### src/rtl/encoder4_2_pipe.sv
// encoder4_2_pipe
//
// Priority 4-to-2 encoder feeding a 2-entry in-order result FIFO with
// valid/ready handshakes on both sides.
// - The highest set request line wins: i3 -> 11, i2 -> 10, i1 -> 01, else 00.
// - err marks words that are not one-hot, including all-zero and multi-hot words.
// - err_cnt is a saturating count of accepted non-one-hot words.
//
// Ports
//   clk        in   clock, all state updates on the rising edge
//   rst        in   synchronous active-high reset
//   in_valid   in   producer presents a word on i0..i3
//   in_ready   out  block can accept a word this cycle (registered, gated by rst)
//   i0..i3     in   request lines, i0 is index 0
//   out_valid  out  e0/e1/err hold a valid result (head of the FIFO)
//   out_ready  in   consumer takes the head result this cycle
//   e0, e1     out  encoded index of the head entry, e0 is the LSB
//   err        out  head entry came from a non-one-hot word
//   err_cnt    out  saturating count of accepted non-one-hot words

module encoder4_2_pipe (
  input  logic       clk,
  input  logic       rst,
  input  logic       in_valid,
  output logic       in_ready,
  input  logic       i0,
  input  logic       i1,
  input  logic       i2,
  input  logic       i3,
  output logic       out_valid,
  input  logic       out_ready,
  output logic       e0,
  output logic       e1,
  output logic       err,
  output logic [7:0] err_cnt
);

  typedef enum logic [1:0] {
    StEmpty,
    StOne,
    StFull
  } state_e;

  // One FIFO entry: encoded index plus its error flag.
  typedef struct packed {
    logic [1:0] code;
    logic       err;
  } entry_t;

  state_e     state_q, state_d;
  entry_t     head_q, head_d;
  entry_t     tail_q, tail_d;
  logic [7:0] err_cnt_q, err_cnt_d;
  logic       in_ready_q, in_ready_d;

  logic [3:0] word;
  logic [1:0] enc_code;
  logic       one_hot;
  entry_t     enc_entry;
  logic       push;
  logic       pop;

  // Encoder
  assign word = {i3, i2, i1, i0};

  always_comb begin
    enc_code = 2'd0;
    if (i3) begin
      enc_code = 2'd3;
    end else if (i2) begin
      enc_code = 2'd2;
    end else if (i1) begin
      enc_code = 2'd1;
    end
  end

  // Non-zero with a single bit set: clearing the lowest set bit leaves zero.
  assign one_hot   = (word != 4'd0) && ((word & (word - 4'd1)) == 4'd0);
  assign enc_entry = '{code: enc_code, err: ~one_hot};

  // Handshakes
  // in_ready comes from a register, so it has no path from out_ready. It is
  // gated by rst so that it reads low throughout reset.
  assign in_ready  = in_ready_q & ~rst;
  assign out_valid = (state_q != StEmpty);
  assign push      = in_valid & in_ready;
  assign pop       = out_valid & out_ready;

  // Next-state logic
  // head_q always holds the oldest entry; tail_q is valid only in StFull.
  always_comb begin
    state_d = state_q;
    head_d  = head_q;
    tail_d  = tail_q;

    case (state_q)
      StEmpty: begin
        if (push) begin
          state_d = StOne;
          head_d  = enc_entry;
        end
      end
      StOne: begin
        if (push && pop) begin
          // Old head leaves this cycle and the new word takes its place with no bubble.
          head_d = enc_entry;
        end else if (push) begin
          state_d = StFull;
          tail_d  = enc_entry;
        end else if (pop) begin
          state_d = StEmpty;
          head_d  = '0;
        end
      end
      StFull: begin
        // in_ready is low here, so only a pop can happen.
        if (pop) begin
          state_d = StOne;
          head_d  = tail_q;
          tail_d  = '0;
        end
      end
      default: begin
        state_d = StEmpty;
        head_d  = '0;
        tail_d  = '0;
      end
    endcase
  end

  always_comb begin
    err_cnt_d = err_cnt_q;
    if (push && enc_entry.err && (err_cnt_q != 8'hFF)) begin
      err_cnt_d = err_cnt_q + 8'd1;
    end
  end

  assign in_ready_d = (state_d != StFull);

  // State registers
  always_ff @(posedge clk) begin
    if (rst) begin
      state_q    <= StEmpty;
      head_q     <= '0;
      tail_q     <= '0;
      err_cnt_q  <= '0;
      // Held high so the first cycle after release can accept a word.
      in_ready_q <= 1'b1;
    end else begin
      state_q    <= state_d;
      head_q     <= head_d;
      tail_q     <= tail_d;
      err_cnt_q  <= err_cnt_d;
      in_ready_q <= in_ready_d;
    end
  end

  // Outputs
  assign e0      = head_q.code[0];
  assign e1      = head_q.code[1];
  assign err     = head_q.err;
  assign err_cnt = err_cnt_q;

endmodule

### config.mk
export PLATFORM = sky130hd
export DESIGN_NAME = encoder4_2_pipe
export DESIGN_NICKNAME = d
export VERILOG_FILES = /design/src/rtl/encoder4_2_pipe.sv
export SDC_FILE = /design/constraint.sdc
export NUM_CORES = 1
export LEC_CHECK = 0
export BUFFER_PORTS_ARGS = -buffer_cell sky130_fd_sc_hd__buf_2
export CAP_MARGIN = 10
export CORE_MARGIN = 10
export CORE_UTILIZATION = 26
export CTS_CLUSTER_DIAMETER = 150
export CTS_CLUSTER_SIZE = 24
export DETAILED_ROUTE_END_ITERATION = 10
export PLACE_DENSITY = 0.45
export SETUP_SLACK_MARGIN = 0.2
export SYNTH_ARGS = -nofsm -noshare
export SYNTH_HDL_FRONTEND = slang
export SYNTH_SLANG_ARGS = --single-unit
### constraint.sdc
create_clock -name clk -period 5 [get_ports clk]
set_input_delay 1.5 -clock clk [delete_from_list [all_inputs] [get_ports clk]]
set_output_delay 1.5 -clock clk [all_outputs]
set_load 0.1 [all_outputs]
==> results of run 1 <==
[synth_stat cells (2+ instances only)]
cell type	count	area share (%)
dfxtp_1	17	36
a21oi_1	12	6.3
nor2_1	8	3.2
inv_1	5	2.0
o21ai_0	5	2.6
nor2b_1	4	2.6
or3_1	4	2.6
and2_1	3	2.0
clkbuf_1	3	1.2
nand2_1	3	1.2
nand3_1	3	1.6
nor3_1	3	1.6
or4_1	3	2.4
a211oi_1	2	1.6
mux2i_1	2	2.1
nand2b_1	2	1.3
o22ai_1	2	1.3
o311ai_0	2	1.9
o31ai_1	2	1.6
o41ai_1	2	1.9
or4b_1	2	2.1
xnor2_1	2	1.9
[registers in the layout (all words and copies together) (netlist names)]
signal and flops:
e0 1, e1 1, err 1, err_cnt 8
in_ready_q 1, state_q 2, tail_q 3
[worst max-delay path, stage by stage]
cell	delay (ps)
buf_2	210
nor2b_1	130
buf_2	430
[per-layer routing]
| metal | wire length (um) | share of wire (%) |
|---|---|---|
| met1 | 1010 | 44 |
| met2 | 1150 | 50 |
| met3 | 145 | 6.3 |
| met4 | 11 | 0.48 |
| met5 | 0 | 0 |
[final timing paths]
path | startpoint | endpoint | slack (ps)
setup / recovery | rst | in_ready | 1220
hold / removal | tail_q[0] | tail_q[0] | 470
setup reg to reg | err_cnt[0] | err_cnt[7] | 3400
hold reg to reg | tail_q[0] | tail_q[0] | 470
[through the flow]
| stage | total power, mW | cell area, um^2 | utilization, % | hold WS [ps] |
|---|---|---|---|---|
| final | 0.285 | 1100 | 32.2 | 466 |
| after global routing | 0.300 | 1100 | 32.2 | 497 |
| after CTS | 0.290 | 1100 | 32.2 | 466 |
| after detailed placement | 0.213 | 1070 | 31.4 | 453 |
| after global placement | 0.212 | 1070 | 31.4 | 450 |
| after floorplan | 0.201 | 946 | - | 432 |
[kinds of logic (layout without fill, tap and decap cells)]
logic type,Yosys count,in the layout
buf+inv,10,29
compound gates,34,34
fa+ha+maj,1,1
mux,3,3
simple gates,43,43
xor+xnor,2,2
flops,17,17
[final cells by class]
type / count / share of cell area, %
sequential: 17 / 31.0
inverter: 5 / 1.71
multi-input combinational: 83 / 50.6
timing repair buffer: 20 / 9.11
tap: 46 / 5.24
clock buffer: 4 / 2.39
[power groups by stage]
stage | sequential [mW] | clock (mW) | combinational (mW)
after detailed placement | 0.146 | 0 | 0.0671
after CTS | 0.143 | 0.0802 | 0.0673
after floorplan | 0.165 | 0 | 0.0356
final | 0.143 | 0.0762 | 0.0665
after global routing | 0.144 | 0.0841 | 0.0719
after global placement | 0.146 | 0 | 0.0667
==> run_results.csv, run 1 <==
group,metric,value,unit
pwr,sw_frac_of_total,34.8,%
pwr,peakVddDrop,140,uV
grt,grt_pass1_wl,4070,um
pwr,p_sw,0.0992,mW
floorplan,die_x,80.3,um
clock_tree,ctsResizeCount,0,
timing,period_minus_slack,3780,ps
final_layout,antenna_cells,0,
pwr,p_comb_share,23.3,%
timing,max_slew_margin,26.8,%
floorplan,rows,21,
drt,first_pass_iters,4,
pwr,pwr_density_cell,260,mW/mm^2
setup_path,worstSetupPathType,"primary input to output pin",
pwr,clockPowerShare,26.7,%
setup_path,rr_worst_depth,5,
drt,vias,877,
final_layout,nets,139,
grt,use_met2,12.7,%
final_layout,fin_cells,175,
clock_tree,htreeDepth,1,
floorplan,pin_count,21,
grt,gr-usage-met3,2.90,%
drt,viasPerCell,5.01,
timing,clock_skew,4.53,ps
logic_synthesis,synth-simple-area-share,26.7,%
setup_path,arrival,2280,ps
clock_tree,hold_buffers,0,
placed_design,dp.final_hpwl,1740,um
logic_synthesis,synth_top_family_by_area,"simple AND/OR/NAND/NOR gates",
setup_path,required,3500,ps
timing,timing_hold_violations_final,0,
pwr,leakage,0.420,nW
grt,grt_pass1_vias,882,
setup_path,critPathMaxFanout,19,
clock_tree,cts.sinks,17,
timing,finalSetupTns,0,ps
logic_synthesis,synth_flop_cell,"dfxtp_1",
logic_synthesis,muxShareOfSynthArea,3.70,%
run,drv_cap,0,
grt,busiest_layer,"met2",
logic_synthesis,ys.warnings.count,0,
drt,remaining_drc_errors,0,
logic_synthesis,synth-seq-cells,17,
grt,grt_overflow,0,
setup_path,start_kind,"primary input",
status,status,"finished clean",
logic_synthesis,syn_inst,110,
setup_path,critPathCaptureType,"output pin",
timing,period_share,75.5,%
logic_synthesis,async_reset_ff_share,0,%
grt,antenna_found_initial,0,
final_layout,final_common_cell,"buf_2",
timing,finalSetupViolations,0,
drt,first_iter_violations,86,
logic_synthesis,seq_area_frac_synth,36.0,%
clock_tree,cts_buffers,3,
final_layout,n_fill_cell,385,
clock_tree,cts_max_path_buffers,2,
pwr,p_seq_share,50.0,%
placed_design,port_buffers,20,
floorplan,coreArea,0.00342,mm^2
final_layout,multi_input_area,556,um^2
logic_synthesis,ys_types,41,
floorplan,die_h,80.3,um
drt,routedWlPerCell,13.2,um
timing,timing.final.ws_setup,1220,ps
timing,rsz0062_at_grt,"false",
final_layout,drive_gt1_share,21.7,%
final_layout,area_growth,16.1,%
final_layout,seq_area,340,um^2
placed_design,dp.cells,171,
drt,antenna_left,0,
grt,grt_usage,7.55,%
logic_synthesis,synth_nets,119,
logic_synthesis,synth-compound-area-share,25.1,%
clock_tree,clk_pin_slew,100,ps
clock_tree,post_cts_buffers,0,
logic_synthesis,synth-edff-count,0,
placed_design,pre_cts_ws,1220,ps
grt,grt_max_degree,20,
drt,totalWireLength,2310,um
timing,worst_pin_slew,1100,ps
final_layout,final_cell_mix,"buf_2, dfxtp_1, a21oi_1",
logic_synthesis,netlist_area,946,um^2
logic_synthesis,synth_fa_ha_area_share,1.32,%
clock_tree,clock_latency,290,ps
min_path,hp-class,"flip-flop to flip-flop",
logic_synthesis,synth_xor_area_share,1.85,%
placed_design,place_congestion,0.760,
clock_tree,cts_root_buf,"clkbuf_4",
timing,fmax,265,MHz
clock_tree,tritoncts,"done",
min_path,hold-path-cell-count,2,
logic_synthesis,syn-mean-instance-area,8.60,um^2
pwr,intPower,0.186,mW
timing,drv_slew,0,
floorplan,start_util,27.7,%
floorplan,fp.dieArea,0.00645,mm^2
grt,met1_usage,9.06,%
No activity file was read; power rests on OpenSTA's default activity.
==> inputs of run 2 (changes only) <==
- PLACE_DENSITY: 0.45 -> 0.47
- clock period: 5 -> 3.35 ns (I/O delays scaled with it)
==> run_results.csv, run 2 (synthesis results as in run 1) <==
group,metric,value,unit
status,status,"finished clean",
drt,viasPerCell,4.96,
clock_tree,tritoncts,"done",
clock_tree,clock_latency,290,ps
timing,period_minus_slack,2780,ps
min_path,hp-class,"flip-flop to flip-flop",
timing,fmax,360,MHz
drt,first_pass_iters,4,
grt,grt_usage,7.21,%
drt,antenna_left,0,
clock_tree,cts_max_path_buffers,2,
setup_path,start_kind,"primary input",
placed_design,pre_cts_ws,564,ps
setup_path,cp_common_cell,"buf_2",
placed_design,place_congestion,0.774,
timing,worst_pin_slew,1090,ps
grt,grt_max_degree,20,
setup_path,rrSetupSlack,1750,ps
floorplan,rows,21,
final_layout,design_area,0.00110,mm^2
floorplan,pin_count,21,
clock_tree,ctsResizeCount,0,
pwr,pwr_density_cell,387,mW/mm^2
final_layout,largest_reg_flops,8,
run,drv_cap,0,
timing,drv_slew,0,
setup_path,critPathCaptureType,"output pin",
setup_path,critPathMaxFanout,19,
drt,totalWireLength,2330,um
clock_tree,cts_buffers,3,
final_layout,final_common_cell,"buf_2",
grt,grt_overflow,0,
floorplan,coreArea,0.00342,mm^2
timing,clock_skew,2.90,ps
setup_path,required,2340,ps
clock_tree,hold_buffers,0,
floorplan,die_x,80.3,um
setup_path,arrival,1770,ps
timing,rsz0062_at_grt,"false",
clock_tree,cts_root_buf,"clkbuf_4",
setup_path,max_stage_delay,420,ps
timing,timing.final.ws_setup,573,ps
setup_path,slowest_stage,"buf_2",
setup_path,worstSetupPathType,"primary input to output pin",
drt,remaining_drc_errors,0,
final_layout,antenna_cells,0,
grt,grt_pass1_vias,814,
final_layout,drive_gt1_share,22.5,%
floorplan,start_util,27.7,%
grt,grt_pass1_wl,3780,um
pwr,peakVddDrop,249,uV
final_layout,fin_cells,175,
placed_design,dp.cells,171,
placed_design,place_area,0.00107,mm^2
final_layout,nets,139,
drt,vias,868,
timing,timing.hold.ws,471,ps
timing,max_slew_margin,27.4,%
clock_tree,post_cts_buffers,0,
grt,antenna_found_initial,0,
timing,finalSetupTns,0,ps
drt,first_iter_violations,43,
floorplan,die_h,80.3,um
final_layout,area_growth,16.4,%
clock_tree,cts.sinks,17,
timing,finalSetupViolations,0,
drt,routedWlPerCell,13.3,um
final_layout,final_cell_mix,"buf_2, dfxtp_1, a21oi_1",
timing,timing_hold_violations_final,0,
placed_design,dp.final_hpwl,1720,um
pwr,leakage,0.422,nW
setup_path,crit_chain,"buf_2, nor2b_2, buf_2",
timing,period_share,82.9,%
clock_tree,htreeDepth,1,
pwr,p_total,0.426,mW
final_layout,fin_util,32.2,%
placed_design,port_buffers,20,
clock_tree,clk_pin_slew,100,ps
floorplan,fp.dieArea,0.00645,mm^2
## run 2: cell counts in the layout (fill, tap and decap cells not counted)
Identical to the previous run, type by type.
## run 2: worst paths after layout
check / from / end / depth (start not counted)
setup / recovery: rst / in_ready / 3
hold / removal: tail_q[0] / tail_q[0] / 2
setup reg to reg: err_cnt[0] / err_cnt[7] / 5
hold reg to reg: tail_q[0] / tail_q[0] / 2
## run 2: area by class of cell
cell class | instances | area, um^2
Sequential cell | 17 | 340
Clock buffer | 4 | 26.3
Fill cell | 384 | 2310
Inverter | 5 | 18.8
Multi-Input combinational cell | 83 | 558
Tap cell | 46 | 57.6
Timing Repair Buffer | 20 | 100
## run 2: power breakdown
part	internal, mW	switching [mW]	total (mW)
Combinational	0.0236	0.0757	0.0993
Sequential	0.208	0.00492	0.213
Clock	0.0464	0.0677	0.114
## run 2: critical path, delay by kind of cell
family                 cells  cell delay (ps)
buffers and inverters      2              630
AND/OR/NAND/NOR            1              130
## run 2: routing by layer
layer / routed length, um / vias up / global-route usage [%]
met4: 14 / 0 / 1.58
met2: 1110 / 14 / 12.0
met5: 0 / - / 0
met3: 115 / 2 / 3.01
met1: 1090 / 403 / 8.38
li1: - / 449 / -
